==> src/rtl/h264_bitstream_drain.sv <==
// Drains the packer's 32-bit bitstream buffer into memory as sequential word writes on a
// valid/ready port, then pulses h264_buf_clear so the packer restarts at word 0.
module h264_bitstream_drain #(
    parameter int unsigned BUF_DEPTH  = 256,
    parameter int unsigned FLUSH_WAIT = 4
) (
    input  logic        clk,
    input  logic        rst,
    input  logic        h264_reset,
    input  logic        drain_en,
    input  logic [31:0] base_addr,
    input  logic        h264_enc_last4x4,
    input  logic [31:0] h264_buf_cnt,
    input  logic [31:0] h264_out,
    output logic [7:0]  h264_addr,
    output logic        h264_buf_clear,
    output logic        wr_req,
    output logic [31:0] wr_addr,
    output logic [31:0] wr_data,
    input  logic        wr_ready,
    output logic        frame_done,
    output logic [31:0] frame_words
);

    localparam int unsigned IW = $clog2(BUF_DEPTH + 1);

    localparam logic [2:0] StIdle      = 3'd0;
    localparam logic [2:0] StWaitFlush = 3'd1;
    localparam logic [2:0] StRd        = 3'd2;
    localparam logic [2:0] StLatch     = 3'd3;
    localparam logic [2:0] StWr        = 3'd4;
    localparam logic [2:0] StClear     = 3'd5;
    localparam logic [2:0] StDone      = 3'd6;

    logic [2:0]    state_q;
    logic          pend_last_q;
    logic          last_q;
    logic          new_frame_q;
    logic          wr_req_q;
    logic [IW-1:0] idx_q;
    logic [IW-1:0] n_q;
    logic [IW-1:0] cnt_clamped;
    logic [31:0]   wait_q;
    logic [31:0]   frame_words_q;
    logic [31:0]   base_q;
    logic [31:0]   wr_addr_q;
    logic [31:0]   wr_data_q;

    always_comb begin
        cnt_clamped = IW'(BUF_DEPTH);
        if (h264_buf_cnt < 32'(BUF_DEPTH)) begin
            cnt_clamped = IW'(h264_buf_cnt);
        end
    end

    assign h264_addr      = 8'(idx_q);
    assign h264_buf_clear = (state_q == StClear);
    assign frame_done     = (state_q == StDone);
    assign wr_req         = wr_req_q;
    assign wr_addr        = wr_addr_q;
    assign wr_data        = wr_data_q;
    assign frame_words    = frame_words_q;

    always_ff @(posedge clk) begin
        if (rst || h264_reset) begin
            state_q       <= StIdle;
            pend_last_q   <= 1'b0;
            last_q        <= 1'b0;
            new_frame_q   <= 1'b1;
            wr_req_q      <= 1'b0;
            idx_q         <= '0;
            n_q           <= '0;
            wait_q        <= '0;
            frame_words_q <= '0;
            base_q        <= '0;
            wr_addr_q     <= '0;
            wr_data_q     <= '0;
        end else begin
            if (h264_enc_last4x4) begin
                pend_last_q <= 1'b1;
            end
            case (state_q)
                StIdle: begin
                    if (drain_en && (pend_last_q || h264_buf_cnt >= 32'(BUF_DEPTH))) begin
                        // First drain of a frame fixes its base and restarts the word count
                        if (new_frame_q) begin
                            frame_words_q <= '0;
                            base_q        <= base_addr;
                            new_frame_q   <= 1'b0;
                        end
                        if (pend_last_q) begin
                            pend_last_q <= h264_enc_last4x4;
                            wait_q      <= '0;
                            state_q     <= StWaitFlush;
                        end else begin
                            n_q     <= IW'(BUF_DEPTH);
                            last_q  <= 1'b0;
                            state_q <= StRd;
                        end
                    end
                end
                StWaitFlush: begin
                    if (wait_q + 32'd1 >= 32'(FLUSH_WAIT)) begin
                        n_q     <= cnt_clamped;
                        last_q  <= 1'b1;
                        state_q <= (cnt_clamped == '0) ? StDone : StRd;
                    end else begin
                        wait_q <= wait_q + 32'd1;
                    end
                end
                StRd: begin
                    state_q <= StLatch;
                end
                StLatch: begin
                    wr_data_q <= h264_out;
                    wr_addr_q <= base_q + {frame_words_q[29:0], 2'b00};
                    wr_req_q  <= 1'b1;
                    state_q   <= StWr;
                end
                StWr: begin
                    if (wr_ready) begin
                        wr_req_q      <= 1'b0;
                        idx_q         <= idx_q + IW'(1);
                        frame_words_q <= frame_words_q + 32'd1;
                        state_q       <= ((idx_q + IW'(1)) == n_q) ? StClear : StRd;
                    end
                end
                StClear: begin
                    idx_q   <= '0;
                    state_q <= last_q ? StDone : StIdle;
                end
                StDone: begin
                    new_frame_q <= 1'b1;
                    state_q     <= StIdle;
                end
                default: begin
                    state_q <= StIdle;
                end
            endcase
        end
    end

endmodule

==> config.mk <==
export PLATFORM = sky130hd
export DESIGN_NAME = h264_bitstream_drain
export DESIGN_NICKNAME = d
export VERILOG_FILES = /design/src/rtl/h264_bitstream_drain.sv
export SDC_FILE = /design/constraint.sdc
export NUM_CORES = 1
export LEC_CHECK = 0
export ABC_AREA = 1
export BUFFER_PORTS_ARGS = -buffer_cell sky130_fd_sc_hd__buf_4
export CAP_MARGIN = 20
export CORE_ASPECT_RATIO = 1.75
export CORE_MARGIN = 8
export CORE_UTILIZATION = 50
export DETAILED_ROUTE_END_ITERATION = 16
export HOLD_SLACK_MARGIN = 0.1
export PLACE_DENSITY_LB_ADDON = 0.2
export SETUP_SLACK_MARGIN = 0.3
export SLEW_MARGIN = 20
export SYNTH_ARGS = -nofsm -noshare
export SYNTH_HDL_FRONTEND = slang
export SYNTH_SLANG_ARGS = --single-unit
==> constraint.sdc <==
create_clock -name clk -period 3.9 [get_ports clk]
set_input_delay 0.78 -clock clk [delete_from_list [all_inputs] [get_ports clk]]
set_output_delay 0.78 -clock clk [all_outputs]
set_load 0.02 [all_outputs]
==> impl_metrics.py <==
metrics = {
    "sta": {
        "layout_worst_path_cycle_share_pct": 79.0,
        "final_hold_viol_count": 0,
        "tns_ns": 0,
        "fin_crit_ns": 3.08,
        "worst_slack_ns": 0.819,
        "rsz0062_at_grt": "false",
        "slew_violations": 0,
        "timing.fmax_ghz": 0.325,
        "relSlewSlack_pct": 51.1,
        "clock_skew_ns": 0.00916,
        "whs_ns": 0.462,
        "worst_slew_pin_slew_ns": 0.734,
        "setup_viol": 0,
    },
    "placement": {
        "post-place-ws_ns": 0.806,
        "gp_congestion": 0.959,
        "place_area_mm2": 0.0124,
        "hpwl_mm": 27.9,
        "port_buffers": 208,
        "post-place-cells": 2061,
    },
    "flow_run": {
        "drv_cap": 0,
    },
    "pwr": {
        "power_density_mw_per_mm2": 315,
        "vdd_drop_max_mv": 0.280,
        "cellLeakagePower_nw": 5.74,
    },
    "synthesis": {
        "syn_nets": 1779,
        "syn-mean-instance-area_um2": 6.47,
        "synth_warnings": 0,
        "synth_seq_cells": 185,
        "ys.flop_type": "dfxtp_1",
        "ys_seq_area_share_pct": 34.8,
        "synthXorXnorAreaFrac_pct": 4.37,
        "syn-cell-area_mm2": 0.0106,
        "synthCells": 1644,
        "synthAdderAreaFrac_pct": 3.95,
        "synth-simple-area-share_pct": 36.3,
        "synth_edf_count": 0,
        "synth_mux_area_share_pct": 0,
        "async_reset_ff_share_pct": 0,
        "yosysUniqueCellTypes": 45,
        "synth_top_family_by_area": "simple AND/OR/NAND/NOR gates",
        "synth_compound_area_share_pct": 11.9,
    },
    "cells_and_area": {
        "final_cell_area_mm2": 0.0129,
        "final_cell_mix": "nand2_1 (403), nor2_1 (316), buf_4 (227)",
        "fill_cells": 2059,
        "syn_to_final_growth_pct": 21.8,
        "final_layout_size_suffix_gt1_share_pct": 16.3,
        "finalNonFillerCells": 2093,
        "layout_commonest_cell": "nand2_1",
        "nets": 1963,
        "antenna_cells": 0,
    },
    "floorplanning": {
        "dieArea_mm2": 0.0264,
        "fp.dieH_um": 209,
        "dieWidth_um": 126,
        "initial_core_util_pct": 50.8,
        "coreArea_mm2": 0.0209,
        "io_pins": 209,
        "rows": 70,
    },
    "clocking": {
        "cts_buffers": 17,
        "cts_tree": "built",
        "cts_setup_buffers": 0,
        "path_clk_slew_ns": 0.08,
        "clk_latency_ns": 0.44,
        "root_buffer": "clkbuf_16",
        "htree_levels": 4,
        "cts_buffer_depth": 2,
        "hold_buffers": 0,
        "post_cts_resized": 0,
        "cts.sinks": 185,
    },
    "worst_setup_path": {
        "cp.required_ns": 4.25,
        "crit_fanout": 5,
        "arrival_ns": 3.43,
        "worstSetupPathType": "reg2reg",
        "crit_path_end_kind": "flip-flop",
        "critPathLaunchType": "flip-flop",
    },
    "drt": {
        "ant_nets": 0,
        "dr.pass1.iters": 5,
        "drt_iter0_markers": 670,
        "via_count": 11152,
        "vias_per_cell": 5.33,
        "wl_mm": 35.4,
        "drc": 0,
        "detail_route.wl_per_cell_um": 16.9,
    },
    "grt": {
        "grt-ovfl-total": 0,
        "grt_pass1_vias": 11084,
        "grt_pass1_wl_mm": 55.9,
        "antenna_found_initial": 0,
        "grt_use_total_pct": 26.6,
        "grt_max_degree": 74,
    },
    "worst_hold_path": {
        "hp-class": "reg2reg",
    },
    "outcome": {
        "status": "finished clean",
    },
}
critical path: stages (launching register included):
cell and delay, ns:
dfxtp_1 0.46, ha_1 0.19, inv_1 0.06, fa_1 0.39, nand3b_1 0.17, nand2_1 0.13
a21boi_0 0.16, o21ai_0 0.53, a21oi_1 0.21, o21bai_1 0.30, nand2_1 0.11, nand3_1 0.08
nand3_1 0.08, nand2_1 0.09, inv_1 0.03
synth_stat cells, drive strengths merged (29+ instances only):
cell      n  area, um2
clkbuf   35        131
inv     164        616
a21oi   105        529
o21ai    89        445
nand2   415       1590
xor2     35        307
nor2    329       1290
nand4    29        181
nand3    88        465
dfxtp   185       3700
nor3     33        181
ha       32        400
where the power goes:
group          internal (W)  total [W]  switching, W  leakage [nW]
clock network      0.000861    0.00170      0.000844         0.278
logic              0.000160   0.000431      0.000271          3.97
registers           0.00192    0.00194     0.0000208          1.49
cell type report:
class	count	area [um2]	share of cell area, %
Tap cell	252	315	2.44
Sequential cell	185	3700	28.6
Clock inverter	14	125	0.966
Multi-Input combinational cell	1232	6020	46.5
Timing Repair Buffer	228	1720	13.3
Clock buffer	18	439	3.39
Inverter	164	617	4.76
metrics by stage:
step	total power (W)	utilization (%)
2_1_floorplan	0.00225	-
3_3_place_gp	0.00241	59.2
4_1_cts	0.00411	61.9
6_report	0.00407	61.9
3_5_place_dp	0.00241	59.2
5_1_grt	0.00422	61.9
worst paths after layout:
kind / start / to / slack, ns / depth (start not counted)
max reg2reg: frame_words[0] / wr_addr[24] / 0.82 / 14
min: wait_q[31] / wait_q[31] / 0.46 / 2
max: frame_words[0] / wr_addr[24] / 0.82 / 14
min reg2reg: wait_q[31] / wait_q[31] / 0.46 / 2
sequential cells by signal (all words and copies together) (netlist names), 3 cells and up:
signal / flops
base_q: 32
frame_words: 32
idx_q: 9
n_q: 9
state_q: 3
wait_q: 32
wr_addr: 32
wr_data: 32
logic make-up after synthesis:
group,Yosys count
and+or+nand+nor,914
AOI/OAI and AO/OA,232
buffers and inverters,227
DFF,185
xor gates and xnor gates,53
adders and majority gates,33
layer usage:
layer / track usage, % / vias up / share of wire, %
met5: 0 / - / 0
met4: 16.8 / 0 / 5.6
met3: 4.49 / 105 / 4.3
met2: 50.9 / 323 / 54
met1: 25.5 / 5103 / 36
li1: - / 5621 / -
(Power assumes the default switching activity.)
